===== config.mk =====
export PLATFORM = sky130hd
export DESIGN_NAME = seg_scan_ctrl
export DESIGN_NICKNAME = d
export VERILOG_FILES = /design/src/rtl/seg_scan_ctrl.sv
export SDC_FILE = /design/constraint.sdc
export NUM_CORES = 1
export LEC_CHECK = 0
export CORE_MARGIN = 10
export CORE_UTILIZATION = 54
export DETAILED_ROUTE_END_ITERATION = 8
export GPL_TIMING_DRIVEN = 0
export HOLD_SLACK_MARGIN = 0.15
export PLACE_DENSITY_LB_ADDON = 0.3
export REMOVE_ABC_BUFFERS = 1
export SYNTH_ARGS = -nofsm -noshare
export SYNTH_HDL_FRONTEND = slang
export SYNTH_SLANG_ARGS = --single-unit
export TNS_END_PERCENT = 50

===== constraint.sdc =====
create_clock -name sys_clk -period 4 [get_ports sys_clk]
set_input_delay 0.6 -clock sys_clk [delete_from_list [all_inputs] [get_ports sys_clk]]
set_output_delay 0.6 -clock sys_clk [all_outputs]
set_load 0.02 [all_outputs]

===== src/rtl/seg_scan_ctrl.sv =====
// Time-multiplexed scan controller for a shared 7-segment cathode bus.
// One anode lit at a time with an all-dark guard gap between digits.
// The nibble snapshot refreshes only at frame boundaries.
module seg_scan_ctrl #(
   parameter int DIGITS      = 8,
   parameter int REFRESH_DIV = 100000,
   parameter int GUARD_CYC   = 2
) (
   input  logic                        sys_clk,
   input  logic                        rst,
   input  logic                        en,
   input  logic [4*DIGITS-1:0]         digit_data,
   input  logic [DIGITS-1:0]           digit_mask,
   input  logic                        blank_lz,
   output logic [6:0]                  cc,
   output logic [DIGITS-1:0]           an,
   output logic [$clog2(DIGITS)-1:0]   digit_idx,
   output logic                        frame_done
);

   localparam int IW   = $clog2(DIGITS);
   localparam int CMAX = (REFRESH_DIV > GUARD_CYC) ? REFRESH_DIV : GUARD_CYC;
   localparam int CW   = (CMAX > 1) ? $clog2(CMAX) : 1;
   localparam logic [CW-1:0] SHOW_LAST  = CW'(REFRESH_DIV - 1);
   localparam logic [CW-1:0] GUARD_LAST = CW'((GUARD_CYC > 0) ? GUARD_CYC - 1 : 0);
   localparam logic [IW-1:0] LAST_IDX   = IW'(DIGITS - 1);

   typedef enum logic [1:0] {IDLE, SHOW, GUARD} state_t;

   state_t              state, state_n;
   logic [CW-1:0]       cnt, cnt_n;
   logic [IW-1:0]       idx_n;
   logic [4*DIGITS-1:0] snap, snap_n;
   logic                fd_n;
   logic                adv;
   logic                lit;
   logic [3:0]          nib;
   logic [DIGITS-1:0]   an_n;
   logic [6:0]          cc_n;

   // Hex nibble to active-low {g,f,e,d,c,b,a}.
   function automatic logic [6:0] decode(input logic [3:0] v);
      logic [6:0] s;
      case (v)
         4'h0: s = 7'h40;
         4'h1: s = 7'h79;
         4'h2: s = 7'h24;
         4'h3: s = 7'h30;
         4'h4: s = 7'h19;
         4'h5: s = 7'h12;
         4'h6: s = 7'h02;
         4'h7: s = 7'h78;
         4'h8: s = 7'h00;
         4'h9: s = 7'h10;
         4'hA: s = 7'h08;
         4'hB: s = 7'h03;
         4'hC: s = 7'h46;
         4'hD: s = 7'h21;
         4'hE: s = 7'h06;
         default: s = 7'h0E;
      endcase
      return s;
   endfunction

   // True when nibbles i..DIGITS-1 of the snapshot are all zero.
   function automatic logic upper_zero(input logic [4*DIGITS-1:0] s, input logic [IW-1:0] i);
      logic z;
      z = 1'b1;
      for (int k = 0; k < DIGITS; k++) begin
         if (k >= int'(i) && s[4*k +: 4] != 4'h0) z = 1'b0;
      end
      return z;
   endfunction

   // Next-state: slot timing, digit advance, frame wrap and snapshot reload.
   always_comb begin
      state_n = state;
      cnt_n   = cnt + CW'(1);
      idx_n   = digit_idx;
      snap_n  = snap;
      fd_n    = 1'b0;
      adv     = 1'b0;
      if (!en) begin
         state_n = IDLE;
         cnt_n   = '0;
         idx_n   = '0;
      end else begin
         case (state)
            IDLE: begin
               state_n = SHOW;
               cnt_n   = '0;
               idx_n   = '0;
               snap_n  = digit_data;
            end
            SHOW: begin
               if (cnt == SHOW_LAST) begin
                  cnt_n = '0;
                  if (GUARD_CYC > 0) state_n = GUARD;
                  else               adv     = 1'b1;
               end
            end
            GUARD: begin
               if (cnt == GUARD_LAST) begin
                  cnt_n = '0;
                  adv   = 1'b1;
               end
            end
            default: begin
               state_n = IDLE;
               cnt_n   = '0;
            end
         endcase
         if (adv) begin
            state_n = SHOW;
            if (digit_idx == LAST_IDX) begin
               idx_n  = '0;
               fd_n   = 1'b1;
               snap_n = digit_data;
            end else begin
               idx_n = digit_idx + IW'(1);
            end
         end
      end
   end

   // Output drive for the upcoming cycle; mask and blanking act live.
   always_comb begin
      nib  = snap_n[4*idx_n +: 4];
      lit  = (state_n == SHOW) && digit_mask[idx_n] &&
             !(blank_lz && (idx_n != '0) && upper_zero(snap_n, idx_n));
      an_n = lit ? ~(DIGITS'(1) << idx_n) : '1;
      cc_n = lit ? decode(nib) : 7'h7F;
   end

   // State and all outputs register together so an/cc move with the state.
   always_ff @(posedge sys_clk or posedge rst) begin
      if (rst) begin
         state      <= IDLE;
         cnt        <= '0;
         snap       <= '0;
         digit_idx  <= '0;
         frame_done <= 1'b0;
         an         <= '1;
         cc         <= 7'h7F;
      end else begin
         state      <= state_n;
         cnt        <= cnt_n;
         snap       <= snap_n;
         digit_idx  <= idx_n;
         frame_done <= fd_n;
         an         <= an_n;
         cc         <= cc_n;
      end
   end

endmodule


## Word level (Yosys, flattened, before mapping)

Memory sizes are Yosys's and may differ from the RTL's.
Cells that the tools add are included.

- Flip-flop bits (word level): 70
- ROM bits: 112
- Input port bits: 44
- Output and inout bits: 19
- Word-level logic and storage cells: 83
- Memories: 1

Memory list:

| name | words | bits a word | read ports | clocked after Yosys merged registers in | write ports | RTL line | source |
|---|---|---|---|---|---|---|---|
| (name not given) | 16 | 7 | 1 | 0 | 0 | 44 | `case (v)` |

- $add $sub $neg: 2
- Order comparisons: 8
- Equal/unequal tests: 6
- Shift-type cells: 2
- Muxes and demuxes: 34
- Bitwise operators: 1
- Reduce and logical (&&, ||, !) cells: 22

Operators by type and width:

| cell | number |
|---|---|
| 2-to-1 mux 32 bit | 4 |
| 2-to-1 mux 17 bit | 3 |
| one-hot mux 17 bit (2 select lines) | 1 |
| nonzero test 4 bit | 8 |
| variable part select 32 x 6 -> 4 bit | 1 |
| adder 17 x 1 -> 17 bit (second input constant) | 1 |
| equality test 17 x 1 -> 1 bit (second input constant) | 1 |
| equality test 17 bit (second input constant) | 1 |
| 2-to-1 mux 1 bit | 15 |
| 2-to-1 mux 3 bit | 4 |
| logical AND 1 bit | 11 |
| greater-or-equal comparator 3 bit (first input constant) | 3 |
| 2-to-1 mux 8 bit | 1 |
| NOT 8 bit | 1 |
| left shift 1 x 3 -> 8 bit (first input constant) | 1 |
| 2-to-1 mux 7 bit | 1 |
| greater-or-equal comparator 1 x 3 -> 1 bit (first input constant) | 2 |
| greater-or-equal comparator 2 x 3 -> 1 bit (first input constant) | 2 |
| 2-to-1 mux 2 bit | 3 |
| one-hot mux 2 bit (3 select lines) | 1 |
| equality test 2 x 1 -> 1 bit (second input constant) | 2 |
| less-than comparator 3 x 4 -> 1 bit (second input constant) | 1 |
| adder 3 x 1 -> 3 bit (second input constant) | 1 |
| binary-select mux 1 bit (select 3 bit) | 1 |
| 5 further kinds | 5 |

## Logic depth before layout (Yosys ltp)

Gate-level depths: netlist of run 1.

- Depth in word-level cells: 20
- Depth in mapped cells: 17
- Mapped depth without buffers: 16

## Worst setup path after synthesis of run 1

No wires, ideal clock.

- Path type: register -> register
- From: reg digit_idx[0]
- To: reg cc[0]
- Setup time: 0.091 ns
- Data arrival time: 3.201 ns
- Required time: 3.909 ns
- Slack: 0.708 ns
- Cell stages (with the launch flop): 16
- Path buffers: 2
- Period minus slack after synthesis: 3.292 ns
- Path through: dfrtp_1 > ha_1 > ha_1 > nand3_1 > o31a_1 > buf_2 > buf_2 > mux2i_1 > a22oi_1 > o221ai_1 > a21oi_1 > inv_1 > ha_1 > nor3_1 > o32a_1 > o21ai_1

- Cells in the longest elaborated chain, start to end: 18
- Elaborated cells between the ends (all ways): 50
- Classes of those cells: add/sub (1); order compare (7); eq/ne (1); shift (1); mux (18); reduce/logical (21); memory (1)

Ends and longest elaborated chain:

| element | RTL line | source |
|---|---|---|
| start, declared | 17 | `output logic [$clog2(DIGITS)-1:0] digit_idx,` |
| start signal, assigned | 149 | `digit_idx <= idx_n;` |
| adder 3 x 1 -> 3 bit / equality test 3 bit (equally long branches) | 120, 115 |  |
| 2-to-1 mux 3 bit / 2-to-1 mux 32 bit (equally long branches) | 115 | `if (digit_idx == LAST_IDX) begin` |
| 2-to-1 mux 3 bit / 2-to-1 mux 32 bit (equally long branches) | 113 | `if (adv) begin` |
| 2-to-1 mux 3 bit / 2-to-1 mux 32 bit (equally long branches) | 83 | `if (!en) begin` |
| greater-or-equal comparator 1 x 3 -> 1 bit / nonzero test 4 bit (equally long branches) | 70 | `if (k >= int'(i) && s[4*k +: 4] != 4'h0) z = 1'b0;` |
| logical AND 1 bit | 70 |  |
| 2-to-1 mux 1 bit (8 in series) | 70 |  |
| logical AND 1 bit | 130 | `!(blank_lz && (idx_n != '0) && upper_zero(snap_n, idx_n));` |
| zero test 1 bit | 130 |  |
| logical AND 1 bit | 129 | `lit = (state_n == SHOW) && digit_mask[idx_n] &&` |
| 2-to-1 mux 7 bit * | 132 | `cc_n = lit ? decode(nib) : 7'h7F;` |
| net cc_n[0] | 39 | `logic [6:0] cc_n;` |
| end signal, assigned | 152 | `cc <= cc_n;` |
| end, declared | 15 | `output logic [6:0] cc,` |

Mark *: on every way through the listed nets, which the timed path passes. The rest lies on a longest branch. The select of a mux whose other input is x is not followed.

## Worst setup path after layout of run 1

- From: reg digit_idx[1]
- To: reg cc[0]

- Elaborated cells between the ends (all ways): 50
- Classes of those cells: add/sub (1); order compare (7); eq/ne (1); shift (1); mux (18); reduce/logical (21); memory (1)

RTL lines:

| element | RTL line | source |
|---|---|---|
| equality test 3 bit * | 115 |  |
| 2-to-1 mux 32 bit * | 115 |  |
| 2-to-1 mux 32 bit * | 113 |  |
| 2-to-1 mux 32 bit * | 83 |  |
| net snap_n[20] | 33 | `logic [4*DIGITS-1:0] snap, snap_n;` |
| parallel branches: the longest is 8 deep, another holds memory read (16 x 7 bit) | -- |  |
| 2-to-1 mux 7 bit * | 132 |  |
| net cc_n[0] | 39 |  |

Mark *: on every way through the listed nets, which the timed path passes. The select of a mux whose other input is x is not followed.

==> impl_metrics.toml, run 1 <==
[run_status]
status = "completed"

[pwr]
p_int_mw = 1.35
p_leak_nw = 2.18
p_sw_share_pct = 26.8
ir_drop_v = 0.000223
p_sw_mw = 0.494
pwr_density_cell_nw_per_um2 = 373
total_power_mw = 1.85
clockPowerShare_pct = 38.1
power_frac_comb_pct = 18.4
seq_power_share_pct = 43.6

[yosys]
async_reset_ff_share_pct = 100
synth-main-ff-cell = "dfrtp_1"
synth_top_family_by_area = "simple AND/OR/NAND/NOR gates"
ys_top_cells_by_area = "dfrtp_1 35%, dfstp_2 10%, mux2i_1 6.6%"
yosysSeqAreaShare_pct = 44.9
synth_edf_count = 0
synth_area_um2 = 3940
yosys_warnings = 0
synth-compound-area-share_pct = 13.0
syn_inst = 386
ys_types = 60
synth-xor-area-share_pct = 3.33
synthSimpleGateAreaFrac_pct = 17.0
muxShareOfSynthArea_pct = 12.2
synth_largest_area_cell = "dfrtp_1"
syn_area_per_cell_um2 = 10.2
ys_ff_latch = 70
synth_top_area_share_pct = 34.9
yosys.area_share.adder_pct = 4.13

[detailed_routing]
wl_um = 9820
viasPerCell = 5.76
dr_total_vias = 3203
drcViolationCount = 0
dr.first_iter.drc_count = 198
dr.pass1.iters = 4
antenna_left = 0
routedWlPerCell_um = 17.7

[worst_setup_path]
path_class = "reg2reg"
worstPathArrival_ns = 4.13
cp.required_ns = 4.29
critPathLaunch = "digit_idx[1]"
r2r_cells = 15
crit_path_start_kind = "register"
crit_fanout = 22
rr_startpoint = "digit_idx[1]"
crit_path_end_kind = "register"

[timing]
drv_slew = 0
hold_viol_final = 0
maxSlewHeadroom_pct = 43.8
fmax_mhz = 261
worst_pin_slew_ns = 0.843
setup_slack_ns = 0.164
skew_ns = 0.0136
setup_tns_ns = 0
finalSetupViolCount = 0
min_period_ns = 3.84
period_share_pct = 95.9

[floorplanning]
design.core.area_um2 = 7180
start_util_pct = 54.9
rows = 31
die-area_um2 = 11100
fp.dieW_um = 105
ios = 63
die_h_um = 105

[grt]
grt_pass1_vias = 3220
antenna_found_initial = 0
grt.overflow.total = 0
grtUsageTotal_pct = 17.4
grt_max_degree = 71
grt_pass1_wl_um = 16000

[cells_and_area]
layout-drive-gt1-share_pct = 15.1
diodes = 0
syn_to_final_growth_pct = 25.6
final_cell_mix = "61 x clkdlybuf4s50_1, 54 x dfrtp_1, 34 x inv_1, 29 x nor2_1, 27 x nand2_1"
nNetsFinal = 509
fin_util_pct = 69.0
layout.cells.non_filler = 556
mostFrequentLayoutCell = "clkdlybuf4s50_1"

[min_path]
holdPathStages = 1
hold_path.class = "reg2reg"
hp-start = "snap[0]"

[cts]
ctsHoldBuffers = 0
clock_latency_ns = 0.36
cts_buffers = 9
clock_path_buffers = 2
cts_tree = "yes"
clock-root-buffer = "clkbuf_8"
htreeDepth = 3
clock_sinks = 70
clk_pin_slew_ns = 0.08

[placement]
buffer_ports.inserted = 62
pre_cts_ws_ns = -0.551
hpwl_um = 7020
gp_congestion = 0.848
dp.cells = 535

[flow_run]
drv_cap = 0
[critical path, stage by stage, from the launching register on]
cell	delay, ns
dfrtp_1	0.46
ha_1	0.20
ha_1	0.26
nand3_1	0.15
o31a_4	0.39
buf_16	0.17
mux2_4	0.32
a222oi_1	0.37
nand2b_1	0.17
nand4_1	0.25
inv_1	0.21
ha_1	0.21
inv_1	0.07
and2_1	0.14
o32a_1	0.28
o21ai_1	0.12
[final cells by class]
cell class,count,area [µm²]
fillers,552,2220
clock buffers,9,124
inverters,36,139
repair buffers,68,684
well taps,99,124
multi-input cells,267,1990
clock inverters,7,120
flip-flops and latches,70,1770
[Yosys cell counts, drive strengths merged, types with 3 or more instances]
library cell / instances
dfstp: 15
nand4: 3
or3: 4
nor4: 9
a211oi: 5
nor2: 30
dfrtp: 55
a22oi: 5
xor2: 9
o211a: 3
nor2b: 3
o221ai: 5
inv: 35
or4: 5
buf: 10
a31oi: 3
and3: 3
xnor2: 6
a21oi: 6
o21ai: 8
mux2i: 26
ha: 13
nand3: 26
clkbuf: 3
o41ai: 7
and4: 4
mux2: 19
nand2: 27
a22o: 4
nor3: 7
o211ai: 4
[power groups by stage]
| stage | clock network, mW | logic (mW) | registers, mW |
|---|---|---|---|
| 2_1_floorplan | 0 | 0.197 | 0.818 |
| 3_3_place_gp | 0 | 0.311 | 0.813 |
| 3_5_place_dp | 0 | 0.322 | 0.817 |
| 4_1_cts | 0.707 | 0.325 | 0.804 |
| 5_1_grt | 0.738 | 0.371 | 0.810 |
| 6_report | 0.703 | 0.339 | 0.804 |
[final timing paths]
path                                endpoint  slack [ns]
worst max-delay path                   cc[0]        0.16
worst min-delay path                 snap[0]        0.51
worst max register to register         cc[0]        0.16
worst min register to register       snap[0]        0.51
max in group asynchronous       digit_idx[0]        2.65
min in group asynchronous            snap[4]        0.77
[repair_timing]
item / 4_1_cts / 5_1_grt
gates resized for setup: 2 / 5
pin swaps: 0 / 2
endpoints found under the setup margin: 2 / 4
gates cloned: 0 / 0
hold endpoints to repair: 0 / 0
buffers inserted: 0 / 5
[registers in the layout, indices dropped and copies added, names as in the netlist]
signal and cells:
an 8, cc 7, cnt 17, digit_idx 3, frame_done 1, snap 32, state 2
[per-stage QoR]
stage,hold slack (ns),cell area (µm²)
after floorplan,0.451,3860
after global placement,0.483,4610
after detailed placement,0.487,4640
after CTS,0.508,4890
after global routing,0.520,4950
final,0.509,4950
[logic make-up after synthesis]
logic type,after synthesis
buf+inv,49
compound gates,65
flops,70
fa+ha+maj,13
mux,45
xor+xnor,15
simple gates,129
[routing by layer]
metal	wire [µm]	vias to the layer above	GRT usage (%)	part of all wire, %
met2	4820	103	28.8	49
met4	153	0	7.35	1.6
met1	4290	1560	21.5	44
met3	560	16	4.02	5.7
li1	-	1524	-	-
met5	0	-	0	0
Note: power is estimated with default switching activity, not from simulation.
==> run 2, diff against run 1 <==
--- a/config.mk
+++ b/config.mk
@@ -15,4 +15,4 @@
 export SYNTH_ARGS = -nofsm -noshare
 export SYNTH_HDL_FRONTEND = slang
 export SYNTH_SLANG_ARGS = --single-unit
-export TNS_END_PERCENT = 50
+export TNS_END_PERCENT = 1
==> results of run 2 <==
The final DEF is identical to that of run 1; final timing and power are the same.
==> run 3, diff against run 2 <==
--- a/config.mk
+++ b/config.mk
@@ -12,6 +12,7 @@
 export HOLD_SLACK_MARGIN = 0.15
 export PLACE_DENSITY_LB_ADDON = 0.3
 export REMOVE_ABC_BUFFERS = 1
+export SETUP_SLACK_MARGIN = 0.5
 export SYNTH_ARGS = -nofsm -noshare
 export SYNTH_HDL_FRONTEND = slang
 export SYNTH_SLANG_ARGS = --single-unit
==> run 3 against run 2 <==
Compared with the run above:
- register-to-register slack improved by 0.23 ns
- global-route usage increased by 0.37 points
- count of clock-buffer cells in the layout unchanged
- fmax increased by 6.5%
- combinational power about the same
- sequential power about the same
- sequential share of layout area decreased by 0.51 points
- non-clock buffer count increased by 4
- clock skew decreased by 0.0021 ns
- first-iteration DRC count increased by 5.6%
- wire length increased by 1.2%
- critical endpoint unchanged
==> impl_metrics.toml, run 3 (same netlist as run 1, synthesis figures left out) <==
[run_status]
status = "completed"

[pwr]
total_power_mw = 1.84
power_frac_comb_pct = 18.4
p_sw_mw = 0.492
p_leak_nw = 2.21
p_sw_share_pct = 26.7
ir_drop_v = 0.000223
clockPowerShare_pct = 37.9
seq_power_share_pct = 43.6
pwr_density_cell_nw_per_um2 = 367
p_int_mw = 1.35

[worst_setup_path]
worst_r2r_endpoint = "cc[0]"
worstPathArrival_ns = 3.90
crit_fanout = 22
crit_path_end_kind = "register"
r2r_slack_ns = 0.40
r2r_cells = 16
path_class = "reg2reg"
crit_path_start_kind = "register"
rr_startpoint = "state[0]"
cp.required_ns = 4.29

[timing]
finalSetupViolCount = 0
period_share_pct = 90.1
drv_slew = 0
setup_slack_ns = 0.397
hold_viol_final = 0
fmax_mhz = 278
min_period_ns = 3.60
setup_tns_ns = 0
rsz0062_at_grt = "yes"
worst_pin_slew_ns = 0.836
holdWs_ns = 0.507
maxSlewHeadroom_pct = 44.3
skew_ns = 0.0115

[floorplanning]
start_util_pct = 54.9
die-area_um2 = 11100
die_h_um = 105
ios = 63
fp.dieW_um = 105
design.core.area_um2 = 7180
rows = 31

[grt]
antenna_found_initial = 0
grt_max_degree = 71
grt_pass1_wl_um = 16300
grt.overflow.total = 0
grt_pass1_vias = 3290
grtUsageTotal_pct = 17.8

[flow_run]
drv_cap = 0

[min_path]
hold_path.class = "reg2reg"
hold_end = "snap[1]"
hp-start = "snap[1]"
holdPathStages = 1

[detailed_routing]
dr_total_vias = 3252
drcViolationCount = 0
dr.first_iter.drc_count = 209
wl_um = 9940
dr.pass1.iters = 5
antenna_left = 0
viasPerCell = 5.81
routedWlPerCell_um = 17.7

[placement]
gp_congestion = 0.848
dpl-instance-area_um2 = 4640
dp.cells = 535
buffer_ports.inserted = 62
pre_cts_ws_ns = -0.551
hpwl_um = 7020

[cts]
clock_latency_ns = 0.36
htreeDepth = 3
cts_tree = "yes"
clock_sinks = 70
clk_pin_slew_ns = 0.08
clock-root-buffer = "clkbuf_8"
clock_path_buffers = 2
cts_buffers = 9

[cells_and_area]
layout-drive-gt1-share_pct = 16.7
layout.cells.non_filler = 560
nFillCells = 536
diodes = 0
nNetsFinal = 513
regMostFlops = "snap"
stdcell_area_um2 = 5030
syn_to_final_growth_pct = 27.5
regArea_um2 = 1770
fin_util_pct = 70.0
final_cell_mix = "61 x clkdlybuf4s50_1, 53 x dfrtp_1, 33 x inv_1, 29 x nor2_1, 27 x nand2_1"
top_regs = "snap (32), cnt (17), an (8)"
largest_reg_flops = 32
multi_input_area_um2 = 2030
mostFrequentLayoutCell = "clkdlybuf4s50_1"
## run 3: area by class of cell
class	instances	area share [%]
clock inverters	7	2.39
clock buffers	9	2.46
flip-flops and latches	70	35.3
well taps	99	2.46
multi-input cells	267	40.3
repair buffers	72	14.2
inverters	36	2.84
## run 3: how the worst max path moves through the flow
stage          cells past startpoint    startpoint     to  slack [ns]
2_1_floorplan                     14  digit_idx[0]  cc[0]       -0.15
3_3_place_gp                      13            en  cc[0]       -1.25
3_5_place_dp                      14            en  cc[0]       -0.55
4_1_cts                            9       cnt[11]  cc[2]        0.46
5_1_grt                           15        cnt[1]  cc[0]        0.22
6_report                          16      state[0]  cc[0]        0.40
## run 3: worst max-delay path: stages (launching register included)
cell	delay (ns)
dfrtp_1	0.41
inv_1	0.13
ha_2	0.24
nand3_1	0.13
o31a_4	0.40
buf_16	0.17
mux2_4	0.31
a222oi_1	0.35
nand2b_1	0.17
nand4_1	0.16
buf_4	0.19
inv_2	0.06
ha_1	0.19
inv_1	0.07
and2_1	0.14
o32a_1	0.29
o21ai_1	0.12
## run 3: what timing repair did
action,4_1_cts,5_1_grt
setup buffers,6,3
pin swaps,3,2
hold endpoints to repair,0,0
setup endpoints to repair,7,15
resized for setup,15,4
hold buffers,0,0
## run 3: power by group through the flow
stage	registers, mW	clock network (mW)	logic [mW]
2_1_floorplan	0.818	0	0.197
3_3_place_gp	0.813	0	0.311
3_5_place_dp	0.817	0	0.322
4_1_cts	0.804	0.707	0.334
5_1_grt	0.810	0.741	0.371
6_report	0.804	0.700	0.340
## run 3: per-layer routing
layer / up-vias / GRT usage [%] / wire (µm)
met3: 20 / 4.81 / 631
met2: 104 / 29.1 / 4900
met5: - / 0 / 0
li1: 1530 / - / -
met1: 1598 / 21.9 / 4230
met4: 0 / 7.06 / 176
